===== config.mk =====
export PLATFORM = sky130hd
export DESIGN_NAME = float_clamp_vec
export DESIGN_NICKNAME = d
export VERILOG_FILES = /design/src/rtl/float_clamp_vec.sv
export SDC_FILE = /design/constraint.sdc
export NUM_CORES = 1
export LEC_CHECK = 0
export CAP_MARGIN = 20
export CORE_MARGIN = 2
export CORE_UTILIZATION = 50
export CTS_CLUSTER_DIAMETER = 40
export DETAILED_ROUTE_END_ITERATION = 12
export DONT_BUFFER_PORTS = 1
export GPL_ROUTABILITY_DRIVEN = 0
export PLACE_DENSITY_LB_ADDON = 0.25
export SYNTH_ARGS = -nofsm -noshare
export SYNTH_HDL_FRONTEND = slang
export SYNTH_SLANG_ARGS = --single-unit

===== constraint.sdc =====
create_clock -name aclk -period 5 [get_ports aclk]
set_input_delay 0.5 -clock aclk [delete_from_list [all_inputs] [get_ports aclk]]
set_output_delay 0.5 -clock aclk [all_outputs]
set_load 0.05 [all_outputs]

===== src/rtl/float_clamp_vec.sv =====
// float_clamp_vec: clamps CHANNELS IEEE-754 lanes (SIZE = 32 or 64) to [LO, HI]
// in a 2-stage AXI-Stream pipeline. Comparison uses a sign-magnitude ordering key,
// so no floating-point core is needed. NaN maps to LO, -0.0 orders below +0.0.
// Optional lane-clamp statistics are built only when FLOAT_CLAMP_STATS_EN is defined.
module float_clamp_vec #(
    parameter int              SIZE     = 64,
    parameter int              CHANNELS = 3,
    parameter logic [SIZE-1:0] LO       = '0,
    parameter logic [SIZE-1:0] HI       = (SIZE == 64) ? SIZE'(64'h406F_E000_0000_0000)
                                                       : SIZE'(32'h437F_0000)
) (
    input  logic                     aclk,
    input  logic                     aresetn,
    input  logic [CHANNELS*SIZE-1:0] s_axis_tdata,
    input  logic                     s_axis_tvalid,
    output logic                     s_axis_tready,
    output logic [CHANNELS*SIZE-1:0] m_axis_tdata,
    output logic                     m_axis_tvalid,
    input  logic                     m_axis_tready
`ifdef FLOAT_CLAMP_STATS_EN
    ,
    input  logic                     stats_clear,
    output logic [31:0]              clamp_lo_count,
    output logic [31:0]              clamp_hi_count
`endif
);

    localparam int EXP_W = (SIZE == 64) ? 11 : 8;
    localparam int MAN_W = SIZE - 1 - EXP_W;
    localparam int W     = CHANNELS * SIZE;

    // Map an IEEE pattern to an unsigned key whose order matches numeric order:
    // negatives are bit-inverted, positives get the sign bit set.
    function automatic logic [SIZE-1:0] order_key(input logic [SIZE-1:0] x);
        return x[SIZE-1] ? ~x : {1'b1, x[SIZE-2:0]};
    endfunction

    localparam logic [SIZE-1:0] LO_KEY = order_key(LO);
    localparam logic [SIZE-1:0] HI_KEY = order_key(HI);

    logic                v1, v2;
    logic                adv1, adv2;
    logic [W-1:0]        d1;
    logic [CHANNELS-1:0] below1, above1, nan1;
    logic [CHANNELS-1:0] below_c, above_c, nan_c;
    logic [W-1:0]        sel_data;

    assign adv2          = !v2 || m_axis_tready;
    assign adv1          = !v1 || adv2;
    assign s_axis_tready = adv1;
    assign m_axis_tvalid = v2;

    // Per-lane compare against the bounds and NaN detection for the incoming beat.
    always_comb begin
        // NOTE: every always_comb output gets a default first so no path can infer a latch.
        below_c = '0;
        above_c = '0;
        nan_c   = '0;
        for (int i = 0; i < CHANNELS; i++) begin
            below_c[i] = order_key(s_axis_tdata[i*SIZE +: SIZE]) < LO_KEY;
            above_c[i] = order_key(s_axis_tdata[i*SIZE +: SIZE]) > HI_KEY;
            nan_c[i]   = (&s_axis_tdata[i*SIZE + MAN_W +: EXP_W])
                         && (|s_axis_tdata[i*SIZE +: MAN_W]);
        end
    end

    // Stage 1: capture lane data and its compare flags whenever the stage can advance.
    always_ff @(posedge aclk or negedge aresetn) begin
        if (!aresetn) begin
            // NOTE: state uses non-blocking assignments so every register samples pre-edge values.
            v1     <= 1'b0;
            d1     <= '0;
            below1 <= '0;
            above1 <= '0;
            nan1   <= '0;
        end else if (adv1) begin
            v1     <= s_axis_tvalid;
            d1     <= s_axis_tdata;
            below1 <= below_c;
            above1 <= above_c;
            nan1   <= nan_c;
        end
    end

    // Select LO, HI or the original lane; NaN takes priority and goes to LO.
    always_comb begin
        sel_data = d1;
        for (int i = 0; i < CHANNELS; i++) begin
            if (nan1[i] || below1[i]) begin
                sel_data[i*SIZE +: SIZE] = LO;
            end else if (above1[i]) begin
                sel_data[i*SIZE +: SIZE] = HI;
            end
        end
    end

    // Stage 2: output register, held while the downstream stalls.
    always_ff @(posedge aclk or negedge aresetn) begin
        if (!aresetn) begin
            // NOTE: the datapath registers are reset too, because the output data must read 0 in reset.
            v2           <= 1'b0;
            m_axis_tdata <= '0;
        end else if (adv2) begin
            v2           <= v1;
            m_axis_tdata <= sel_data;
        end
    end

`ifdef FLOAT_CLAMP_STATS_EN
    logic [CHANNELS-1:0] lo_c, hi_c;
    logic [CHANNELS-1:0] lo2, hi2;
    logic [3:0]          lo_n, hi_n;

    function automatic logic [31:0] sat_add(input logic [31:0] c, input logic [3:0] n);
        logic [32:0] s;
        s = {1'b0, c} + {29'd0, n};
        return s[32] ? 32'hFFFF_FFFF : s[31:0];
    endfunction

    // Which lanes of the stage-1 beat are clamped low (incl. NaN) or high.
    always_comb begin
        lo_c = nan1 | below1;
        hi_c = above1 & ~nan1;
    end

    // Clamp flags travel alongside the stage-2 data.
    always_ff @(posedge aclk or negedge aresetn) begin
        if (!aresetn) begin
            lo2 <= '0;
            hi2 <= '0;
        end else if (adv2) begin
            lo2 <= lo_c;
            hi2 <= hi_c;
        end
    end

    // Count clamped lanes in the beat currently on the output.
    always_comb begin
        lo_n = '0;
        hi_n = '0;
        for (int i = 0; i < CHANNELS; i++) begin
            lo_n = lo_n + {3'd0, lo2[i]};
            hi_n = hi_n + {3'd0, hi2[i]};
        end
    end

    // Saturating counters, advanced on each output handshake; clear wins over increment.
    always_ff @(posedge aclk or negedge aresetn) begin
        if (!aresetn) begin
            clamp_lo_count <= '0;
            clamp_hi_count <= '0;
        end else if (stats_clear) begin
            clamp_lo_count <= '0;
            clamp_hi_count <= '0;
        end else if (v2 && m_axis_tready) begin
            clamp_lo_count <= sat_add(clamp_lo_count, lo_n);
            clamp_hi_count <= sat_add(clamp_hi_count, hi_n);
        end
    end
`endif

endmodule


==> run_results.csv <==
group,metric,value,unit
critical_path,reg2regPathDepth,6,
placement,hpwl,26.53,mm
clock_tree,clock_latency,0.54,ns
critical_path,crit_slowest_cell,"nor2_4",
critical_path,cp.arrival,3.48,ns
placement,io_buffers,0,
route,first_iter_violations,863,
route,final_antenna_net_count,0,
route,drtPass1Iterations,5,
critical_path,path_common_cell,"buf_4",
timing,slew_headroom,30.16,%
timing,fmax,332.4,MHz
finish,final_net_count,1703,
placement,post_dp_cell_area,15740,µm²
clock_tree,clk_pin_slew,0.06,ns
timing,fin_crit,3.009,ns
route,post_drt_via_cell_ratio,5.799,
pwr,ir_drop,0.2569,mV
flow_run,max-cap-violations,0,
yosys,ys_top_cells_by_area,"dfrtp_1 63%, nand2_1 15%, a22o_1 9.0%",
timing,worst_pin_slew,1.048,ns
yosys,ys_seq_area_share,63.07,%
yosys,synth-edff-count,0,
finish,post-route-util,56.95,%
floorplan,rows,64,
finish,syn_to_final_growth,12.00,%
critical_path,crit_required,5.48,ns
clock_tree,postCtsSetupRepairBufs,0,
yosys,yosysTopAreaCellShare,63.07,%
clock_tree,htreeDepth,2,
floorplan,die-height,180.4,µm
run_status,violations,"hold timing",
route,wire_per_inst,20.59,µm
grt,grt_pass1_vias,11270,
yosys,syn_inst,1535,
timing,setup_viol,0,
pwr,p_per_area,499.5,nW/µm²
grt,grt_pass1_wl,63.34,mm
critical_path,crit_fanout,46,
yosys,ys_ff_latch,392,
timing,fin_setup_tns,0,ns
clock_tree,cts_resized,0,
clock_tree,numCtsBuffers,49,
yosys,ys_warn_count,0,
route,drcViolationCount,0,
finish,num-fill-cells,2640,
finish,layout-drive-gt1-share,6.939,%
yosys,synth.distinct_cells,55,
timing,finalHoldViolCount,392,
critical_path,cp_cell_sequence,"nor2b_4, buf_4, or3_1, nor2_4, buf_4, a22o_1",
yosys,avgSynthCellArea,10.13,µm²
clock_tree,root_buffer,"clkbuf_16",
run_status,status,"finished with violations",
yosys,ys.flop_type,"dfrtp_1",
pwr,p_leak,8.468,nW
timing,fin_crit_sh,60.17,%
critical_path,endpoint_kind,"flop",
yosys,synth_nets,1734,
route,totalWireLength,39.95,mm
finish,final_cells,1940,
route,vias,11250,
timing,slew_viol_final,0,
grt,overflow,0,
floorplan,dieArea,32530,µm²
placement,post-place-cells,1849,
floorplan,io_pins,390,
floorplan,coreArea,30590,µm²
critical_path,cpPeakStageDelay,0.79,ns
critical_path,setup.worst_path.start_class,"flop",
timing,rsz0062_at_grt,"no",
timing,fin_hold_ws,-0.3480,ns
grt,antenna_found_initial,1,
placement,dpl_worst_slack,1.972,ns
hold_path,min_path_type,"in2async",
yosys,synth-async-reset-ratio,100.0,%
timing,skew,0.01071,ns
grt,grt_max_degree,393,
clock_tree,clockBufferDepth,3,
critical_path,path_class,"reg2reg",
yosys,synthesis.area,15550,µm²
yosys,synth_top_cell_by_area,"dfrtp_1",
floorplan,dieWidth,180.4,µm
floorplan,initial_utilization,50.85,%
clock_tree,cts.sinks,392,
clock_tree,tritoncts,"built",
timing,worst_slack,1.991,ns
grt,grtUsageTotal,24.27,%
finish,fin_area,17420,µm²
==> cells in the mapped netlist, types with 3 or more instances <==
library cell    n
nand2_1       631
dfrtp_1       392
a22o_1        160
clkbuf_1       59
nor2_1         45
nor4_1         36
o21ai_1        33
nand4_1        27
buf_2          23
nor3_1         18
nand3_1        16
or4_1          10
a21oi_1         6
o21ai_0         6
and2_1          4
buf_1           4
nor2_2          4
ha_1            3
nor3b_1         3
nor4b_1         3
o22ai_1         3
o31ai_1         3
or3_1           3
==> cell families after synthesis <==
kind of cell	after synthesis	synth area share [%]
XOR/XNOR	3	0.1690
AO/OA/AOI/OAI	231	11.85
adder cells (fa/ha/maj)	3	0.2414
flip-flops	392	63.07
AND/OR/NAND/NOR	812	21.91
buffers and inverters	94	2.759
==> stage by stage <==
stage          total power, mW  hold slack, ns
2_1_floorplan            4.985          0.2044
3_3_place_gp             5.161          0.2132
3_5_place_dp             5.198          0.2136
4_1_cts                  8.788         -0.3654
5_1_grt                  9.061         -0.3753
6_report                 8.701         -0.3480
==> worst paths after layout <==
path	start	to	slack [ns]
max	m_axis_tvalid$_DFFE_PN0P_	m_axis_tdata[139]$_DFFE_PN0P_	1.99
min	aresetn	m_axis_tdata[34]$_DFFE_PN0P_	-0.35
max reg2reg	m_axis_tvalid$_DFFE_PN0P_	m_axis_tdata[139]$_DFFE_PN0P_	1.99
min reg2reg	d1[38]$_DFFE_PN0P_	d1[38]$_DFFE_PN0P_	0.46
max in group asynchronous	aresetn	m_axis_tdata[172]$_DFFE_PN0P_	4.65
min in group aclk	s_axis_tdata[86]	d1[86]$_DFFE_PN0P_	0.07
==> flip-flops by register name (all words and copies together), names as in the netlist <==
name / cells
m_axis_tvalid: 1
d1: 192
above1: 3
m_axis_tdata: 192
nan1: 3
v1: 1
==> layout by cell type (no fill, tap or decap), types with 3 or more instances in the layout <==
cell        netlist  layout
nand3_1          16      16
dfrtp_1         392     392
nor2_1           45      45
a22o_1          160     160
a21oi_1           6       6
and2_1            4       3
buf_4             0       7
ha_1              3       3
o22ai_1           3       3
nor3b_1           3       3
o21ai_0           6       6
clkbuf_8          0       4
nand4_1          27      27
nor3_1           18      18
nand2_1         631     631
inv_6             0       5
clkinv_4          0       4
clkbuf_1         59       9
or3_1             3       3
o21ai_1          33      33
clkinvlp_4        0       8
clkbuf_16         0      51
nor2_4            0       3
bufinv_16         0       5
or4_1            10      10
nor4_1           36      36
o31ai_1           3       3
nor4b_1           3       3
==> power breakdown <==
group	internal (mW)	switching (mW)	total (mW)
Combinational	0.248	0.344	0.592
Clock	2.20	1.37	3.57
Sequential	3.52	1.01	4.54
Total	5.97	2.73	8.70
==> worst max-delay path: cells and delay by family (launching register included) <==
kind                   cells  cell delay (ns)
AND/OR/NAND/NOR            3             1.58
buffers and inverters      2             0.61
flip-flops                 1             0.56
AO/OA/AOI/OAI              1             0.15
==> metal layers <==
layer  global-route usage, %  part of all wire, %  up-vias
met1                   31.10                   40     5469
met5                       0                    0        -
met2                   36.90                   45      507
met3                   9.822                   11       98
li1                        -                    -     5177
met4                   9.806                  3.9        0
==> area by class of cell <==
cell class	count	area, µm²	share of cell area, %
diodes	2	5.005	0.02873
clock buffers	64	1365	7.836
clock inverters	25	310.3	1.781
inverters	4	22.52	0.1293
multi-input cells	1049	5340	30.65
flip-flops and latches	392	9809	56.31
well taps	396	495.5	2.844
repair buffers	8	72.57	0.4166
(Power assumes the default switching activity.)
